<file path="config.mk">
export PLATFORM = sky130hd
export DESIGN_NAME = cpu_sequencer
export DESIGN_NICKNAME = d
export VERILOG_FILES = /design/src/rtl/cpu_ctrl_pkg.sv /design/src/rtl/program_counter.sv /design/src/rtl/cpu_sequencer.sv
export SDC_FILE = /design/constraint.sdc
export NUM_CORES = 1
export LEC_CHECK = 0
export CORE_MARGIN = 1
export CORE_UTILIZATION = 48
export DETAILED_ROUTE_END_ITERATION = 7
export DONT_BUFFER_PORTS = 1
export PLACE_DENSITY_LB_ADDON = 0.1
export SETUP_SLACK_MARGIN = 0.02
export SKIP_LAST_GASP = 1
export SLEW_MARGIN = 20
export SYNTH_ARGS = -nofsm -noshare
export SYNTH_HDL_FRONTEND = slang
export SYNTH_SLANG_ARGS = --single-unit
</file>
<file path="constraint.sdc">
create_clock -name clk -period 5.56 [get_ports clk]
set_clock_uncertainty 0.1 [all_clocks]
set_input_delay 1.112 -clock clk [delete_from_list [all_inputs] [get_ports clk]]
set_output_delay 1.112 -clock clk [all_outputs]
set_load 0.1 [all_outputs]
</file>
<file path="src/rtl/cpu_ctrl_pkg.sv">
// Shared types and constants for the 9-bit-ISA core control path:
// sequencer states, program-counter operations and sizing limits.
package cpu_ctrl_pkg;

  typedef enum logic [1:0] {
    IDLE,
    RUN,
    MEM_WAIT,
    HALT
  } seq_state_t;

  typedef enum logic [1:0] {
    PC_HOLD,
    PC_CLEAR,
    PC_INC,
    PC_LOAD
  } pc_op_t;

  localparam int unsigned DEFAULT_PC_W = 10;
  localparam int unsigned MEM_LAT_MAX  = 3;
  localparam int unsigned WAIT_W       = $clog2(MEM_LAT_MAX + 1);

endpackage

</file>
<file path="src/rtl/program_counter.sv">
// Program counter register: async clear on reset, otherwise hold, clear,
// increment (wrapping) or load an absolute target as selected by the sequencer.
module program_counter
  import cpu_ctrl_pkg::*;
#(
  parameter int unsigned PC_W = DEFAULT_PC_W
) (
  input  logic            clk,
  input  logic            rst_n,
  input  pc_op_t          op,
  input  logic [PC_W-1:0] load_val,
  output logic [PC_W-1:0] pc
);

  logic [PC_W-1:0] pc_d;
  logic [PC_W-1:0] pc_q;

  always_comb begin
    pc_d = pc_q;
    unique case (op)
      PC_HOLD:  pc_d = pc_q;
      PC_CLEAR: pc_d = '0;
      PC_INC:   pc_d = pc_q + PC_W'(1);
      PC_LOAD:  pc_d = load_val;
      default:  pc_d = pc_q;
    endcase
  end

  // NOTE: state registers use non-blocking assignments so every flop samples
  // its pre-edge inputs; blocking here would create order-dependent races.
  always_ff @(posedge clk or negedge rst_n) begin
    if (!rst_n) pc_q <= '0;
    else        pc_q <= pc_d;
  end

  assign pc = pc_q;

endmodule

</file>
<file path="src/rtl/cpu_sequencer.sv">
// Multi-cycle instruction sequencer: owns pc and run/halt state and gates
// register-file and data-memory strobes so each instruction commits once.
module cpu_sequencer
  import cpu_ctrl_pkg::*;
#(
  parameter int unsigned PC_W    = DEFAULT_PC_W,
  parameter int unsigned MEM_LAT = 1,
  parameter int unsigned CNT_W   = 16
) (
  input  logic             clk,
  input  logic             rst_n,
  input  logic             start,
  input  logic             dec_branch_en,
  input  logic             dec_write_en,
  input  logic             dec_mem_read,
  input  logic             dec_mem_write,
  input  logic             dec_done,
  input  logic             branch_taken,
  input  logic [PC_W-1:0]  branch_target,
  output logic [PC_W-1:0]  pc,
  output logic             ex_valid,
  output logic             reg_we,
  output logic             dmem_re,
  output logic             dmem_we,
  output logic             busy,
  output logic             done,
  output logic [CNT_W-1:0] instr_count
);

  localparam logic [WAIT_W-1:0] WAIT_LOAD   = WAIT_W'(MEM_LAT);
  localparam bit                LOAD_STALLS = (MEM_LAT != 0);

  seq_state_t        state_d, state_q;
  logic [WAIT_W-1:0] wait_d, wait_q;
  logic [CNT_W-1:0]  count_d, count_q, count_inc;
  logic              busy_d, busy_q;
  logic              done_d, done_q;
  pc_op_t            pc_op;

  program_counter #(.PC_W(PC_W)) u_pc (
    .clk      (clk),
    .rst_n    (rst_n),
    .op       (pc_op),
    .load_val (branch_target),
    .pc       (pc)
  );

  // NOTE: every signal written here gets a default first, so no path through
  // the case statement leaves one unassigned and infers a latch.
  always_comb begin
    state_d   = state_q;
    wait_d    = wait_q;
    count_d   = count_q;
    pc_op     = PC_HOLD;
    ex_valid  = 1'b0;
    reg_we    = 1'b0;
    dmem_re   = 1'b0;
    dmem_we   = 1'b0;
    count_inc = (count_q == '1) ? count_q : count_q + CNT_W'(1);

    unique case (state_q)
      IDLE, HALT: begin
        if (start) begin
          state_d = RUN;
          pc_op   = PC_CLEAR;
          count_d = '0;
        end
      end
      RUN: begin
        ex_valid = 1'b1;
        if (dec_done) begin
          state_d = HALT;
        end else if (dec_mem_read && LOAD_STALLS) begin
          dmem_re = 1'b1;
          wait_d  = WAIT_LOAD;
          state_d = MEM_WAIT;
        end else begin
          reg_we  = dec_write_en;
          dmem_re = dec_mem_read;
          dmem_we = dec_mem_write & ~dec_mem_read;
          pc_op   = (dec_branch_en && branch_taken) ? PC_LOAD : PC_INC;
          count_d = count_inc;
        end
      end
      MEM_WAIT: begin
        // The load commits on the last wait cycle, ignoring decoder flags.
        dmem_re = 1'b1;
        wait_d  = wait_q - WAIT_W'(1);
        if (wait_q == WAIT_W'(1)) begin
          reg_we  = 1'b1;
          pc_op   = PC_INC;
          count_d = count_inc;
          state_d = RUN;
        end
      end
      default: state_d = IDLE;
    endcase

    busy_d = (state_d == RUN) || (state_d == MEM_WAIT);
    done_d = (state_d == HALT);
  end

  always_ff @(posedge clk or negedge rst_n) begin
    if (!rst_n) begin
      state_q <= IDLE;
      wait_q  <= '0;
      count_q <= '0;
      busy_q  <= 1'b0;
      done_q  <= 1'b0;
    end else begin
      state_q <= state_d;
      wait_q  <= wait_d;
      count_q <= count_d;
      busy_q  <= busy_d;
      done_q  <= done_d;
    end
  end

  assign busy        = busy_q;
  assign done        = done_q;
  assign instr_count = count_q;

endmodule

</file>
## Word level (Yosys, flattened, before mapping)

Cells that the tools add are included.

- Register bits after elaboration: 32
- Input port bits: 19
- Output and inout port bits: 32
- Word-level logic and storage cells: 67

- Add/sub/neg operators: 3
- Equal/unequal tests: 16
- Multiplexer cells: 32
- Bitwise logic cells: 2
- Reduce and logical (&&, ||, !) cells: 8

Operators by type and width:

| cell | count |
|---|---|
| two-way mux 16 bit | 5 |
| one-hot mux 16 bit (3 select lines) | 1 |
| one-hot mux 10 bit (3 select lines) | 1 |
| two-way mux 2 bit | 9 |
| adder 16 x 1 -> 16 bit, second input constant | 1 |
| equality test 16 bit, second input constant | 1 |
| equality test 2 bit, second input constant | 6 |
| one-hot mux 2 bit (3 select lines) | 2 |
| two-way mux 1 bit | 11 |
| adder 10 x 1 -> 10 bit, second input constant | 1 |
| != test 2 bit, second input constant | 5 |
| equality test 2 x 1 -> 1 bit, second input constant | 4 |
| zero test 2 bit | 2 |
| one-hot mux 1 bit (2 select lines) | 2 |
| one-hot mux 2 bit (2 select lines) | 1 |
| AND reduction 4 bit | 1 |
| AND reduction 3 bit | 1 |
| nonzero test 2 bit | 1 |
| OR reduction 2 bit | 1 |
| subtractor 2 x 1 -> 2 bit, second input constant | 1 |
| AND 1 bit | 1 |
| logical AND 1 bit | 1 |
| logical OR 1 bit | 1 |
| NOT 1 bit | 1 |

## Depth between registers and ports, before layout

Gate-level depths: netlist (run 1).

- Depth in word-level cells: 7
- Mapped depth: 8
- Gate-level depth less buffers: 8

## Modules after synthesis

A second synthesis (run 1) with hierarchy kept.

- Cells, all modules: 218
- Area, all modules: 1984.4 sq um

Modules (own cells, without submodules):

| module | times used | cells each | area each (sq um) | seq. area each (sq um) |
|---|---|---|---|---|
| cpu_sequencer | 1 | 148 | 1366.3 | 550.5 |
| program_counter | 1 | 70 | 618.1 | 250.2 |

## Worst setup path before layout (run 1)

OpenSTA, ideal clock, no wires.

- Path kind: register -> output
- Start: reg state_q[1]
- End: out reg_we
- Data arrival time: 3.338 ns
- Data required time: 4.348 ns
- Slack: 1.010 ns
- Cell stages (with the launch flop): 6
- Path buffers: 0
- Cell sequence: dfrtp_1 inv_1 ha_1 or3b_4 a21o_4 nor2_1

- Word-level cells in the longest chain between the ends: 2
- Elaborated cells between the ends (all ways): 3
- Those cells by class: eq/ne: 2; mux: 1

Ends and longest elaborated chain:

| element | line | text |
|---|---|---|
| start: declaration | cpu_sequencer.sv:33 | `seq_state_t state_d, state_q;` |
| start signal: assignment | cpu_sequencer.sv:111 | `state_q <= state_d;` |
| equality test 2 bit / equality test 2 x 1 -> 1 bit (equally long branches) | cpu_sequencer.sv:61 | `unique case (state_q)` |
| one-hot mux 1 bit (2 select lines) (*) | cpu_sequencer.sv:61 |  |
| end: declaration | cpu_sequencer.sv:22 | `output logic reg_we,` |

Mark *: on every way between the ends. The rest lies on a longest branch, timed or not.

## Worst setup path after layout (run 1)

- Start: reg state_q[1]
- End: out dmem_we

- Word-level cells in the longest chain between the ends: 2

Ends and longest elaborated chain:

| element | line | text |
|---|---|---|
| equality test 2 x 1 -> 1 bit | cpu_sequencer.sv:61 |  |
| two-way mux 1 bit | cpu_sequencer.sv:61 |  |
| end: declaration | cpu_sequencer.sv:24 | `output logic dmem_we,` |

Every way passes these cells.

==> impl_metrics.ini, run 1 <==
[placement]
gp_congestion = 0.8057
hpwl_um = 3308
pre_cts_ws_ns = 2.181
place_area_sq_um = 1952
port-buffer-count = 0

[clock_tree]
post-cts-setup-buffers = 0
clk_latency_ns = 0.29
clock-sinks = 32
hold_buffers = 0
cts-root-buf = clkbuf_8
tritoncts = done
htree_num_levels = 2
ctsResizeCount = 0
cts_buffers = 5
max-clock-path-buffers = 2
cts.reportedPaths.clkPinSlew_ns = 0.06

[drt]
remaining_drc_errors = 0
routed_wl_um = 4643
first_pass_iters = 4
drt_iter0_markers = 109
dr_total_vias = 1712
routedWlPerCell_um = 16.82
postRouteAntennaNets = 0
vias_per_cell = 6.203

[die]
io_pins = 51
die_y_um = 64.78
initial_core_util = 0.5091
die_w_um = 64.78
coreArea_sq_um = 3716
fp.dieArea_sq_um = 4196
std_cell_rows = 22

[global_routing]
track_usage = 0.2337
antenna_found_initial = 0
grt_pass1_wl_um = 7527
grt_remaining_overflow = 0
grt_pass1_vias = 1723
grt_start_max_net_pins = 33

[sta]
setup_viol = 0
fin_tns_setup_ns = 0
hold_violations = 0
relSlewSlack = 0.2740
fin_crit_sh = 0.6452
tightest_slew_ns = 1.089
fin_crit_ns = 3.588
rsz0062_at_grt = no
finalWorstSetupSlack_ns = 1.972
fmax_mhz = 278.7
drv_slew = 0

[logic_synthesis]
synth.area.top_cells = dfrtp_1, nand2_1, o21ai_0, ha_1, nand3_1
ys_seq_area_frac = 0.4233
synth.most_common_cell = nand2_1
netlist_area_sq_um = 1892
synthArstFlopShare = 1.000
syn_avg_cell_area_sq_um = 8.483
yosysUniqueCellTypes = 39
synth-simple-area-share = 0.2910
synthAdderAreaFrac = 0.03968
synth_top_flop_cell = dfrtp_1
synth_edf_count = 0
synth_top_family_by_area = simple AND/OR/NAND/NOR gates
muxShareOfSynthArea = 0.02712
synthTopCellsByCount = nand2_1, dfrtp_1, o21ai_0
synth_cells = 223
synth_xor_area_frac = 0.004630
ys.warnings.count = 0
yosysTopAreaCell = dfrtp_1
synth-compound-area-share = 0.1839
synth_fp_nets = 248
synth_top_cell_area_share = 0.4233
synth-seq-cells = 32

[setup_path]
worstPathArrival_ns = 2.38
crit_chain = inv_1, ha_1, buf_4, inv_1, nor3_1, and2_1
rr_worst_depth = 6
critical-path-max-stage-delay_ns = 0.81
path_class = reg2out
worst-endpoint-required_ns = 4.35
reg2reg_slack_ns = 2.46
cp_slowest_cell = and2_1
crit-reg2reg-capture = instr_count[0]
crit_path_end_kind = output pin
cp_max_fo = 9
critPathLaunchType = flip-flop
crit_family = simple AND/OR/NAND/NOR gates
critPathBufInv = 3
critical_path.most_common_cell = inv_1
rr_startpoint = instr_count[1]

[layout]
drive_gt1_frac = 0.07456
area_delta_synth_final_pct = 8.863
final_util = 0.5542
fin_nets = 252
final_cell_area_sq_um = 2059
antenna_cells = 0

[power]
peakVddDrop_mv = 0.3422
p_leak_nw = 0.8743
powerDensity_nw_per_um2 = 682.1
power_mw = 1.405

[hold_path]
hp-start = wait_q[1]
hold_depth = 1
min_delay_worst_endpoint = wait_q[1]
hold_class = reg2reg

[status]
status = finished clean

[job]
maxCapViolCount = 0
metal layers:
layer  GRT usage  vias to the layer above  wire length [um]
met5           0                        -                 0
met4      0.1056                        0                97
met3     0.05810                       11               312
met2      0.4089                       57              2309
met1      0.2654                      818              1923
li1            -                      826                 -
sequential cells by signal, indices dropped and copies added, names as in the netlist:
register,flops
u_pc.pc,10
done,1
wait_q,2
busy,1
state_q,2
instr_count,16
cell usage in the layout (no fill, tap or decap), types with 3 or more instances in the layout:
cell type,netlist,routed
inv_1,10,10
nor3_1,12,12
or3_1,4,4
clkbuf_8,0,5
a22oi_1,3,3
nand4_1,7,7
o311ai_0,3,3
dfrtp_1,32,32
nand2_1,38,38
nand3_1,15,15
o21ai_0,23,22
a21oi_1,13,13
nand2b_1,3,3
ha_1,6,6
nor2_1,10,8
and3_1,6,6
and4_1,3,3
mux2i_1,4,4
layout make-up:
type | instances | area (sq um)
multi-input cells | 176 | 1039
fillers | 344 | 1657
repair buffers | 2 | 15.01
flip-flops and latches | 32 | 800.8
inverters | 10 | 37.54
well taps | 48 | 60.06
clock buffers | 6 | 72.57
clock inverters | 2 | 35.03
worst max path at each step:
stage / start / endpoint / cells past startpoint
final: state_q[1] / dmem_we / 6
after global routing: state_q[1] / reg_we / 7
after CTS: state_q[1] / reg_we / 7
after detailed placement: dec_done / reg_we / 4
after global placement: dec_done / reg_we / 4
after floorplan: state_q[1] / reg_we / 5
metrics by stage:
step | cells | hold slack (ns)
2_1_floorplan | 223 | 0.3648
3_3_place_gp | 268 | 0.3766
3_5_place_dp | 268 | 0.3853
4_1_cts | 276 | 0.4004
5_1_grt | 276 | 0.3999
6_report | 276 | 0.3944
where the power goes:
group | switching (mW) | internal, mW
registers | 0.441 | 0.287
clock network | 0.0886 | 0.133
logic | 0.320 | 0.135
total | 0.850 | 0.555
logic make-up (layout without fill, tap and decap cells):
family	Yosys count	in the layout
AND/OR/NAND/NOR	108	108
flip-flops	32	32
XOR/XNOR	1	1
AO/OA/AOI/OAI	56	56
multiplexers	5	5
adder cells (fa/ha/maj)	6	6
buffers and inverters	15	20
(Power assumes the default switching activity.)
==> run 2, diff against run 1 <==
==> constraint.sdc (replaced) <==
create_clock -name clk -period 3.64 [get_ports clk]
set_clock_uncertainty 0.1 [all_clocks]
set_input_delay 0.728 -clock clk [delete_from_list [all_inputs] [get_ports clk]]
set_output_delay 0.728 -clock clk [all_outputs]
set_load 0.1 [all_outputs]
==> impl_metrics.ini, run 2 (synthesized netlist as in run 1, its figures left out) <==
[layout]
largest_reg_flops = 16
drive_gt1_frac = 0.1560
fillers = 349
final_cell_mix = nand2_1, dfrtp_1, buf_4, o21ai_0, nand3_1
final_cell_area_sq_um = 2210
antenna_cells = 0
multiInputGateArea_sq_um = 1041
regArea_sq_um = 800.8
fin_nets = 274
final_util = 0.5946
area_delta_synth_final_pct = 16.80
layout_commonest_cell = nand2_1

[die]
fp.dieArea_sq_um = 4196
io_pins = 51
coreArea_sq_um = 3716
die_y_um = 64.78
initial_core_util = 0.5091
std_cell_rows = 22
die_w_um = 64.78

[setup_path]
crit_chain = inv_1, ha_2, buf_4, inv_1, nor3_1, and2_1, buf_4
critPathBufInv = 4
crit-reg2reg-capture = instr_count[0]
rr_startpoint = state_q[0]
crit_path_end_kind = output pin
cp_max_fo = 8
path_class = reg2out
startpoint = state_q[1]
critPathLaunchType = flip-flop
worst-endpoint-required_ns = 2.81
reg2reg_slack_ns = 0.95
worstPathArrival_ns = 2.03
critical-path-max-stage-delay_ns = 0.38
cp_slowest_cell = dfrtp_1
crit_family = buffers and inverters
rr_worst_depth = 7

[placement]
port-buffer-count = 0
hpwl_um = 3431
place_area_sq_um = 2120
gp_congestion = 0.8007
pre_cts_ws_ns = 0.7919

[clock_tree]
tritoncts = done
cts-root-buf = clkbuf_8
clock-sinks = 32
cts_buffers = 5
max-clock-path-buffers = 2
post-cts-setup-buffers = 0
hold_buffers = 0
cts.reportedPaths.clkPinSlew_ns = 0.06
ctsResizeCount = 0
clk_latency_ns = 0.27
htree_num_levels = 2

[sta]
rsz0062_at_grt = no
fmax_mhz = 350.3
finalWorstSetupSlack_ns = 0.7857
drv_slew = 0
tightest_slew_ns = 1.041
relSlewSlack = 0.3057
setup_viol = 0
fin_crit_sh = 0.7841
fin_tns_setup_ns = 0
fin_crit_ns = 2.854
hold_violations = 0

[status]
status = finished clean

[global_routing]
track_usage = 0.2479
antenna_found_initial = 0
grt_start_max_net_pins = 33
grt_pass1_vias = 1806
grt_remaining_overflow = 0
grt_pass1_wl_um = 8004

[drt]
remaining_drc_errors = 0
postRouteAntennaNets = 0
vias_per_cell = 5.960
dr_total_vias = 1776
first_pass_iters = 4
routedWlPerCell_um = 15.74
drt_iter0_markers = 169
routed_wl_um = 4691

[power]
power_mw = 2.170
powerDensity_nw_per_um2 = 982.3
peakVddDrop_mv = 0.4516
p_leak_nw = 0.9789

[hold_path]
hold_class = in2async

[job]
maxCapViolCount = 0
run 2: changes by cell type in the layout (fill, tap and decap cells not counted), sizes merged:
cell / delta
clkinv: -1
bufinv: -1
buf: +22
clkbuf: +2
run 2: metal layers:
metal  global-route usage  up-vias  wire, um
li1                     -      871         -
met1               0.2856      850      1971
met2               0.4388       50      2437
met3              0.05106        5       228
met4               0.1083        0        54
met5                    0        -         0
run 2: worst register-to-register path: stages, from the launching register on:
cell,delay (ns)
dfrtp_1,0.37
inv_1,0.06
ha_1,0.57
nand2b_1,0.28
nand3_1,0.40
a21o_1,0.43
or3_1,0.35
nand2_1,0.07
run 2: where the power goes:
| part | switching [mW] | internal, mW | total, mW |
|---|---|---|---|
| Clock | 0.123 | 0.154 | 0.277 |
| Combinational | 0.938 | 0.274 | 1.21 |
| Sequential | 0.233 | 0.449 | 0.682 |
| Total | 1.29 | 0.877 | 2.17 |
run 2: how the worst max path moves through the flow:
stage                             to  slack, ns  cells after the start
after global placement    u_pc.pc[4]       0.99                      7
after floorplan               reg_we       0.28                      5
after global routing         dmem_we       0.70                      7
after detailed placement  u_pc.pc[4]       0.79                      7
final                        dmem_we       0.79                      7
after CTS                 u_pc.pc[4]       0.77                      7
run 2: per-stage QoR:
step                      cells  hold WS [ns]
after global routing        298       0.02256
after global placement      290        0.3331
after detailed placement    290        0.3332
after floorplan             223        0.3324
after CTS                   298       0.02936
final                       298       0.04185
run 2: layout make-up:
cell class,count,area share
multi-input cells,176,0.4711
flip-flops and latches,32,0.3624
inverters,10,0.01699
repair buffers,24,0.08154
clock buffers,8,0.04077
well taps,48,0.02718
==> run 3, diff against run 2 <==
==> constraint.sdc (replaced) <==
create_clock -name clk -period 2.8 [get_ports clk]
set_clock_uncertainty 0.1 [all_clocks]
set_input_delay 0.56 -clock clk [delete_from_list [all_inputs] [get_ports clk]]
set_output_delay 0.56 -clock clk [all_outputs]
set_load 0.1 [all_outputs]
==> impl_metrics.ini, run 3 (synthesized netlist as in run 1, its figures left out) <==
[status]
status = finished clean

[setup_path]
rr_startpoint = state_q[1]
worst-endpoint-required_ns = 2.14
path_class = reg2out
startpoint = state_q[1]
reg2reg_slack_ns = 0.51
cp_max_fo = 8
critPathLaunchType = flip-flop
crit_path_end_kind = output pin
worstPathArrival_ns = 1.95

[sta]
fmax_mhz = 383.7
hold_violations = 0
setup_viol = 0
relSlewSlack = 0.3742
fin_crit_sh = 0.9308
holdWs_ns = 0.2922
drv_slew = 0
rsz0062_at_grt = no
finalWorstSetupSlack_ns = 0.1937
fin_crit_ns = 2.606
tightest_slew_ns = 0.9387

[layout]
largest_reg_flops = 16
fillers = 341
drive_gt1_frac = 0.1846
final_cell_mix = nand2_1, dfrtp_1, buf_4, o21ai_0, nand3_1
finalNonFillerCells = 308
fin_nets = 284
layout_commonest_cell = nand2_1
area_delta_synth_final_pct = 23.35
final_cell_area_sq_um = 2333
antenna_cells = 0

[power]
powerDensity_nw_per_um2 = 1258
clkPwrFrac = 0.126
combPwrFrac = 0.598
p_leak_nw = 1.042
power_frac_seq = 0.276
p_sw_frac = 0.5890
internal-power_mw = 1.207
power_mw = 2.935
peakVddDrop_mv = 0.6185
p_sw_mw = 1.729

[clock_tree]
max-clock-path-buffers = 2
post-cts-setup-buffers = 0
clk_latency_ns = 0.29
clock-sinks = 32
tritoncts = done
cts_buffers = 5
cts-root-buf = clkbuf_8
cts.reportedPaths.clkPinSlew_ns = 0.06
htree_num_levels = 2

[global_routing]
grt_pass1_wl_um = 7935
grt_remaining_overflow = 0
grt_start_max_net_pins = 33
grt_pass1_vias = 1695
antenna_found_initial = 0
track_usage = 0.2519

[die]
io_pins = 51
die_y_um = 64.78
std_cell_rows = 22
die_w_um = 64.78
initial_core_util = 0.5091
coreArea_sq_um = 3716
fp.dieArea_sq_um = 4196

[drt]
routedWlPerCell_um = 15.80
postRouteAntennaNets = 0
routed_wl_um = 4865
vias_per_cell = 5.932
first_pass_iters = 4
dr_total_vias = 1827
remaining_drc_errors = 0
drt_iter0_markers = 180

[placement]
gp_congestion = 0.8203
place_area_sq_um = 2210
pre_cts_ws_ns = 0.3168
hpwl_um = 3543
place_inst = 298
port-buffer-count = 0

[job]
maxCapViolCount = 0

[hold_path]
hold_class = in2reg
hp-start = branch_target[8]
## run 3: cell count changes in the layout (fill, tap and decap cells not counted)
cell	delta
dlygate4sd3_1	+1
buf_6	+1
buf_12	+3
buf_4	+5
nor2_2	-1
nor2_4	+1
## run 3: layer usage
layer	part of all wire	GRT usage
met2	0.51	0.4310
met4	0.012	0.09722
met5	0	0
met3	0.064	0.08099
met1	0.42	0.2894
## run 3: worst paths after layout
path                                   end  cells past startpoint
hold reg to reg                  wait_q[0]                      1
setup / recovery                   dmem_we                      7
hold / removal                  u_pc.pc[8]                      2
min in group asynchronous  instr_count[13]                      2
max in group asynchronous       u_pc.pc[8]                      2
setup reg to reg                u_pc.pc[1]                      7
## run 3: through the flow
step | util | setup TNS [ns]
after floorplan | - | -0.08799
after global placement | 0.5946 | 0
after detailed placement | 0.5946 | 0
after CTS | 0.6269 | 0
after global routing | 0.6279 | 0
final | 0.6279 | 0
## run 3: final cells by class
class	instances	area [sq um]	area share
Timing Repair Buffer	34	299.0	0.1282
Tap cell	48	60.06	0.02574
Sequential cell	32	800.8	0.3432
Multi-Input combinational cell	176	1046	0.4483
Clock buffer	8	90.09	0.03861
Inverter	10	37.54	0.01609
## run 3: power by group through the flow
stage          Sequential (mW)  Clock (mW)  Combinational [mW]
2_1_floorplan             1.42           0               0.734
3_3_place_gp             0.805           0                1.69
3_5_place_dp             0.816           0                1.73
4_1_cts                  0.807       0.380                1.75
5_1_grt                  0.821       0.396                1.87
6_report                 0.809       0.370                1.76
## run 3: worst max-delay path, cell delays in order, from the launching register on
cell and delay [ns]:
dfrtp_1 0.38, inv_1 0.09, ha_2 0.20, buf_6 0.25
inv_1 0.09, nor3_1 0.25, and2_1 0.22, buf_12 0.18
## run 3: timing repair
action	4_1_cts	5_1_grt
hold buffers	2	0
endpoints found under the setup margin	0	1
gates resized for setup	0	1
hold endpoints to repair	32	0
